File: src/rtl/z3_slave_engine_pkg.sv
// Zorro III slave engine shared definitions: cycle states,
// default address windows and the burst beat helper.
package z3_slave_engine_pkg;

   // Cycle states; NEXT and ERROR extend the original four-state set.
   typedef enum logic [2:0] {
      Z3_IDLE,
      Z3_START,
      Z3_DATA,
      Z3_END,
      Z3_NEXT,
      Z3_ERROR
   } z3_state_t;

   // Default windows, region 0 in the LSBs.
   localparam logic [95:0] Z3_REGION_BASE_DFLT =
      {24'h8C0000, 24'h880000, 24'h800000, 24'h000000};
   localparam logic [95:0] Z3_REGION_MASK_DFLT =
      {24'hFC0000, 24'hFC0000, 24'hF80000, 24'h800000};

   // Last longword of a 256-byte page: a burst may not cross it.
   localparam logic [5:0] Z3_LAST_LW = 6'h3F;

   // Beat count saturates instead of wrapping.
   function automatic logic [5:0] z3_beat_inc(input logic [5:0] b);
      return (b == 6'h3F) ? b : b + 6'd1;
   endfunction

endpackage

File: src/rtl/z3_wait_timer.sv
// Wait-state down-counter and bus-error timeout up-counter.
// Ports: i_clk, i_reset, i_load, i_wait_val, i_run -> o_wait_done, o_timed_out.
module z3_wait_timer #(
   parameter int WAIT_W  = 4,
   parameter int TIMEOUT = 63
) (
   input  logic              i_clk,
   input  logic              i_reset,
   input  logic              i_load,
   input  logic [WAIT_W-1:0] i_wait_val,
   input  logic              i_run,
   output logic              o_wait_done,
   output logic              o_timed_out
);

   localparam int TW = $clog2(TIMEOUT + 1);

   logic [WAIT_W-1:0] r_wait;
   logic [TW-1:0]     r_tmo;

   always_ff @(posedge i_clk) begin
      if (i_reset) begin
         r_wait <= '0;
         r_tmo  <= '0;
      end else if (i_load) begin
         r_wait <= i_wait_val;
         r_tmo  <= '0;
      end else if (i_run) begin
         if (r_wait != '0)
            r_wait <= r_wait - WAIT_W'(1);
         if (!o_timed_out)
            r_tmo <= r_tmo + TW'(1);
      end
   end

   assign o_wait_done = (r_wait == '0);
   // Flags on the DATA cycle whose increment reaches TIMEOUT.
   assign o_timed_out = (r_tmo == TW'(TIMEOUT - 1));

endmodule

File: src/rtl/z3_slave_engine.sv
// Zorro III slave cycle engine: region decode, wait states, DTACK, bursts, BERR.
// Ports: i_clk/i_reset, bus inputs (fcs, match, ds_n, cbreq_n, addr), per-region wait/ready -> dtack, cback, berr, region_sel, beat.
module z3_slave_engine
   import z3_slave_engine_pkg::*;
#(
   parameter int                        NUM_REGIONS = 4,
   parameter logic [NUM_REGIONS*24-1:0] REGION_BASE = Z3_REGION_BASE_DFLT,
   parameter logic [NUM_REGIONS*24-1:0] REGION_MASK = Z3_REGION_MASK_DFLT,
   parameter int                        WAIT_W      = 4,
   parameter int                        TIMEOUT     = 63,
   parameter bit                        BURST_EN    = 1'b1
) (
   input  logic                          i_clk,
   input  logic                          i_reset,
   input  logic                          i_fcs,
   input  logic                          i_match,
   input  logic                          i_validspace,
   input  logic                          i_read,
   input  logic [3:0]                    i_ds_n,
   input  logic                          i_cbreq_n,
   input  logic [23:0]                   i_addr,
   input  logic [NUM_REGIONS*WAIT_W-1:0] i_region_wait,
   input  logic [NUM_REGIONS-1:0]        i_region_ready,
   output logic                          o_dtack,
   output logic                          o_cback,
   output logic                          o_berr,
   output logic [NUM_REGIONS-1:0]        o_region_sel,
   output logic [5:0]                    o_beat
);

   z3_state_t              r_state;
   logic                   r_dtack;
   logic                   r_cback;
   logic                   r_berr;
   logic [NUM_REGIONS-1:0] r_sel;
   logic [5:0]             r_beat;

   logic [NUM_REGIONS-1:0] w_hit;
   logic [NUM_REGIONS-1:0] w_first;
   logic [WAIT_W-1:0]      w_wait_val;
   logic                   w_ready;
   logic                   w_any_ds;
   logic                   w_go;
   logic                   w_load;
   logic                   w_run;
   logic                   w_wait_done;
   logic                   w_timed_out;
   logic                   w_cback_next;

   always_comb begin
      w_hit      = '0;
      w_first    = '0;
      w_wait_val = '0;
      for (int i = 0; i < NUM_REGIONS; i++)
         w_hit[i] = ((i_addr & REGION_MASK[i*24 +: 24])
                     == REGION_BASE[i*24 +: 24]);
      // Descending scan leaves the lowest-numbered hit selected.
      for (int i = NUM_REGIONS - 1; i >= 0; i--)
         if (w_hit[i]) begin
            w_first    = '0;
            w_first[i] = 1'b1;
         end
      for (int i = 0; i < NUM_REGIONS; i++)
         if (r_sel[i])
            w_wait_val = w_wait_val | i_region_wait[i*WAIT_W +: WAIT_W];
   end

   assign w_ready  = |(i_region_ready & r_sel);
   assign w_any_ds = ~&i_ds_n;
   assign w_go     = i_fcs & i_match & i_validspace & (|w_hit);
   assign w_run    = (r_state == Z3_DATA);
   assign w_load   = i_fcs &
                     (((r_state == Z3_START) & (i_read | w_any_ds)) |
                      ((r_state == Z3_NEXT) & w_any_ds));
   assign w_cback_next = BURST_EN & ~i_cbreq_n &
                         (i_addr[7:2] != Z3_LAST_LW);

   z3_wait_timer #(
      .WAIT_W  (WAIT_W),
      .TIMEOUT (TIMEOUT)
   ) u_timer (
      .i_clk       (i_clk),
      .i_reset     (i_reset),
      .i_load      (w_load),
      .i_wait_val  (w_wait_val),
      .i_run       (w_run),
      .o_wait_done (w_wait_done),
      .o_timed_out (w_timed_out)
   );

   always_ff @(posedge i_clk) begin
      if (i_reset) begin
         r_state <= Z3_IDLE;
         r_dtack <= 1'b0;
         r_cback <= 1'b0;
         r_berr  <= 1'b0;
         r_sel   <= '0;
         r_beat  <= '0;
      end else if (r_state != Z3_IDLE && !i_fcs) begin
         // Frame end outranks ready or timeout on the same edge.
         r_state <= Z3_IDLE;
         r_dtack <= 1'b0;
         r_cback <= 1'b0;
         r_berr  <= 1'b0;
         r_sel   <= '0;
         r_beat  <= '0;
      end else begin
         unique case (r_state)
            Z3_IDLE:
               if (w_go) begin
                  r_state <= Z3_START;
                  r_sel   <= w_first;
               end
            Z3_START:
               if (i_read || w_any_ds)
                  r_state <= Z3_DATA;
            Z3_DATA:
               if (w_wait_done && w_ready) begin
                  r_state <= Z3_END;
                  r_dtack <= 1'b1;
                  r_cback <= w_cback_next;
               end else if (w_timed_out) begin
                  r_state <= Z3_ERROR;
                  r_berr  <= 1'b1;
               end
            Z3_END:
               if (r_cback && !w_any_ds) begin
                  r_state <= Z3_NEXT;
                  r_dtack <= 1'b0;
                  r_beat  <= z3_beat_inc(r_beat);
               end
            Z3_NEXT:
               if (w_any_ds)
                  r_state <= Z3_DATA;
            Z3_ERROR:
               r_state <= Z3_ERROR;
            default:
               r_state <= Z3_IDLE;
         endcase
      end
   end

   assign o_dtack      = r_dtack;
   assign o_cback      = r_cback;
   assign o_berr       = r_berr;
   assign o_region_sel = r_sel;
   assign o_beat       = r_beat;

endmodule

File: config.mk
export PLATFORM = sky130hd
export DESIGN_NAME = z3_slave_engine
export DESIGN_NICKNAME = d
export VERILOG_FILES = /design/src/rtl/z3_slave_engine_pkg.sv /design/src/rtl/z3_wait_timer.sv /design/src/rtl/z3_slave_engine.sv
export SDC_FILE = /design/constraint.sdc
export NUM_CORES = 1
export LEC_CHECK = 0
export CAP_MARGIN = 20
export CORE_AREA = 8 8 71 73
export CTS_CLUSTER_SIZE = 14
export DETAILED_ROUTE_END_ITERATION = 6
export DIE_AREA = 0 0 79 81
export GPL_TIMING_DRIVEN = 0
export PLACE_DENSITY = 0.85
export SYNTH_ARGS = -nofsm -noshare
export SYNTH_HDL_FRONTEND = slang
export SYNTH_HIERARCHICAL = 1
export SYNTH_SLANG_ARGS = --single-unit
export TNS_END_PERCENT = 5
File: constraint.sdc
create_clock -name i_clk -period 2.55 [get_ports i_clk]
set_input_delay 0.51 -clock i_clk [delete_from_list [all_inputs] [get_ports i_clk]]
set_output_delay 0.51 -clock i_clk [all_outputs]
set_load 0.01 [all_outputs]
==> metrics <==
Reg2Reg Launch Point r_state[2]; wire length per cell 14.7 um; Power Density 332 mW/mm2; share of the synthesized area in the top cell type 0.320; cells after synthesis 189; reg2reg setup slack 0.39 ns; Final Slew Violations 0; Worst-Margin Slew 0.600 ns; H-Tree Level Count 1; Pre-antenna DRT Iters 4; CP Max Fanout 7; std cell rows 23; CP Launch Type input pin; Setup Skew 0.00312 ns; worst min-delay path startpoint o_dtack; Top cell by count, worst path a21oi_1; most frequent cells in the layout 55 x clkdlybuf4s50_1, 26 x dfxtp_1, 20 x nand2_1; fraction of layout instances using a drive strength above 1 0.0850; Slowest-stage cell, CP nor3b_2; final worst-path cycle share 0.900; static leakage 0.810 nW; setup_tns 0 ns; largest net degree at the start of global routing 14; post-synthesis sequential area ratio 0.320; Clock Path Buffers 2; max-cap viol count 0; final hold vios 0; endpoints failing setup 0; Synth area leaders dfxtp_1 32%, a21oi_1 4.9%, nand2_1 4.6%; CP Cell Sequence clkdlybuf4s50_1 > and4_1 > a21oi_1 > a21oi_1 > nor3b_2 > nor3_1 > a311o_2; Buf/Inv on CP 1; Mapped Nets 248; relative slew slack 0.598; GRT Util Overall 0.139; Layout area overhead 40.6%; DR vias 1671; synthesis warning total 6; critical path class in -> reg; io pins 68; max frequency 0.436 GHz; RR Endpoint u_timer/r_wait[1]; CTS tree built; CP top delay family simple AND/OR/NAND/NOR gates; Hold Crit Endpoint o_dtack; Post-synth EDFFs 0; Die Area 0.00640 mm2; FF+latch count, synth 26; NumNets Final 308; leading cell type in the layout, fill and taps excluded clkdlybuf4s50_1; Skew-Pair Late Insertion Delay 0.27 ns; setup repair after global routing missed its margin no; core area 0.00391 mm2; Max stage delay on crit path 0.51 ns; DR iter-0 viols 116; Buffers on Ports 55; Die Height 81 um; type of the most critical hold path reg -> reg; Final HPWL DP 3410 um; ys flop type dfxtp_1; area of the multi-input gates 0.00102 mm2; Mapped Area 0.00162 mm2; TritonCTS Buffers 3; vias in the first global route 1726; total congestion overflow 0; Final ANT Viol Nets 0; antenna violations before repair 0; Die W 79 um; Vias/cell 5.63; Netlist cell types 62; cell count of the worst reg-to-reg path 7; FF/Latch Area 520 um2; final non-filler cell total 297; Final GP Congestion 0.853; Worst Hold Slack 0.462 ns; CP required 2.71 ns; Antenna Cells 0; Filler Cell Count 370; # clock sinks 26; first-pass GRT wire length 7530 um; Hold Path Depth 2; ys async rst share 0; Mapped Avg Cell Area 8.59 um2; placed cells 294; crit path time final 2.30 ns; final worst slack 0.254 ns; status completed; CTS clk-pin slew, worst paths 0.09 ns; initial core utilization 0.415; CP Capture Type register; Yosys top cell by area dfxtp_1; post-route cell area 0.00228 mm2; DRC 0; clock root buffer clkbuf_8; Total Wirelength 4380 um; dpl ws -0.355 ns; Max IR drop VDD 212 uV; WP data arrival 2.46 ns; Area after DPL 0.00224 mm2
-- worst min-delay path, cell delays in order (launching register included) --
cell and delay (ns):
dfxtp_1 0.32, nand2_1 0.05, a21oi_1 0.05
-- power by group --
group	leakage [nW]	internal [mW]	switching (mW)
clock	0.0216	0.106	0.128
combinational	0.579	0.0738	0.0395
sequential	0.210	0.408	0.00265
total	0.810	0.588	0.170
-- how the worst max path moves through the flow --
| stage | from | end | slack (ns) | cells past startpoint |
|---|---|---|---|---|
| CTS | i_ds_n[2] | u_timer/r_wait[1] | 0.29 | 7 |
| floorplan | i_ds_n[2] | u_timer/r_wait[1] | 0.40 | 6 |
| global route | i_ds_n[2] | u_timer/r_wait[1] | 0.15 | 7 |
| detailed placement | i_ds_n[2] | u_timer/r_wait[1] | -0.36 | 7 |
| global placement | i_ds_n[2] | u_timer/r_wait[1] | -0.38 | 7 |
| finish | i_ds_n[2] | u_timer/r_wait[1] | 0.25 | 7 |
-- metrics by stage --
stage	total power, mW	utilization
2_1_floorplan	0.453	-
3_3_place_gp	0.531	0.572
3_5_place_dp	0.532	0.572
4_1_cts	0.755	0.583
5_1_grt	0.780	0.583
6_report	0.758	0.583
-- cell usage after synthesis (all sizes together) (2+ instances only) --
cell	count
a2111oi	3
a211oi	4
a21boi	2
a21o	2
a21oi	16
a221oi	2
a22o	2
a22oi	8
a311o	2
a31oi	3
and3	3
and4	4
buf	5
dfxtp	26
ha	4
inv	12
mux2i	3
nand2	20
nand2b	2
nand3	6
nand4	4
nor2	8
nor2b	2
nor3	4
nor3b	2
o211ai	2
o21ai	5
o31ai	4
or3	4
or3b	2
or4	2
-- final cells by class --
cell class	count	area share
Timing Repair Buffer	55	0.241
Multi-Input combinational cell	145	0.447
Buffer	6	0.0192
Clock buffer	3	0.0181
Sequential cell	26	0.228
Inverter	12	0.0197
Tap cell	50	0.0274
-- state kept, by name (all words and copies together) (netlist names) --
name            flops
o_cback             1
o_region_sel        4
r_state             3
o_berr              1
u_timer/r_tmo       6
o_beat              6
u_timer/r_wait      4
o_dtack             1
-- per-layer routing --
| layer | vias up | track usage | part of all wire |
|---|---|---|---|
| met1 | 767 | 0.179 | 0.48 |
| met4 | 0 | 0.0537 | 0.010 |
| li1 | 850 | - | - |
| met3 | 2 | 0.0375 | 0.068 |
| met5 | - | 0 | 0 |
| met2 | 52 | 0.217 | 0.44 |
-- repair_timing --
| item | in CTS | in global routing |
|---|---|---|
| setup buffers | 0 | 0 |
| hold buffers | 0 | 0 |
| setup endpoints to repair | 7 | 0 |
| gates resized for setup | 1 | 0 |
-- logic make-up (layout without fill, tap and decap cells) --
kind of cell | after synthesis | after routing | synth area share
adders and majority gates | 4 | 4 | 0.0308
buffers and inverters | 18 | 76 | 0.0547
DFF | 26 | 26 | 0.320
AOI/OAI and AO/OA | 67 | 67 | 0.309
muxes | 3 | 3 | 0.0185
and+or+nand+nor | 71 | 71 | 0.267
(Power assumes the default switching activity.)
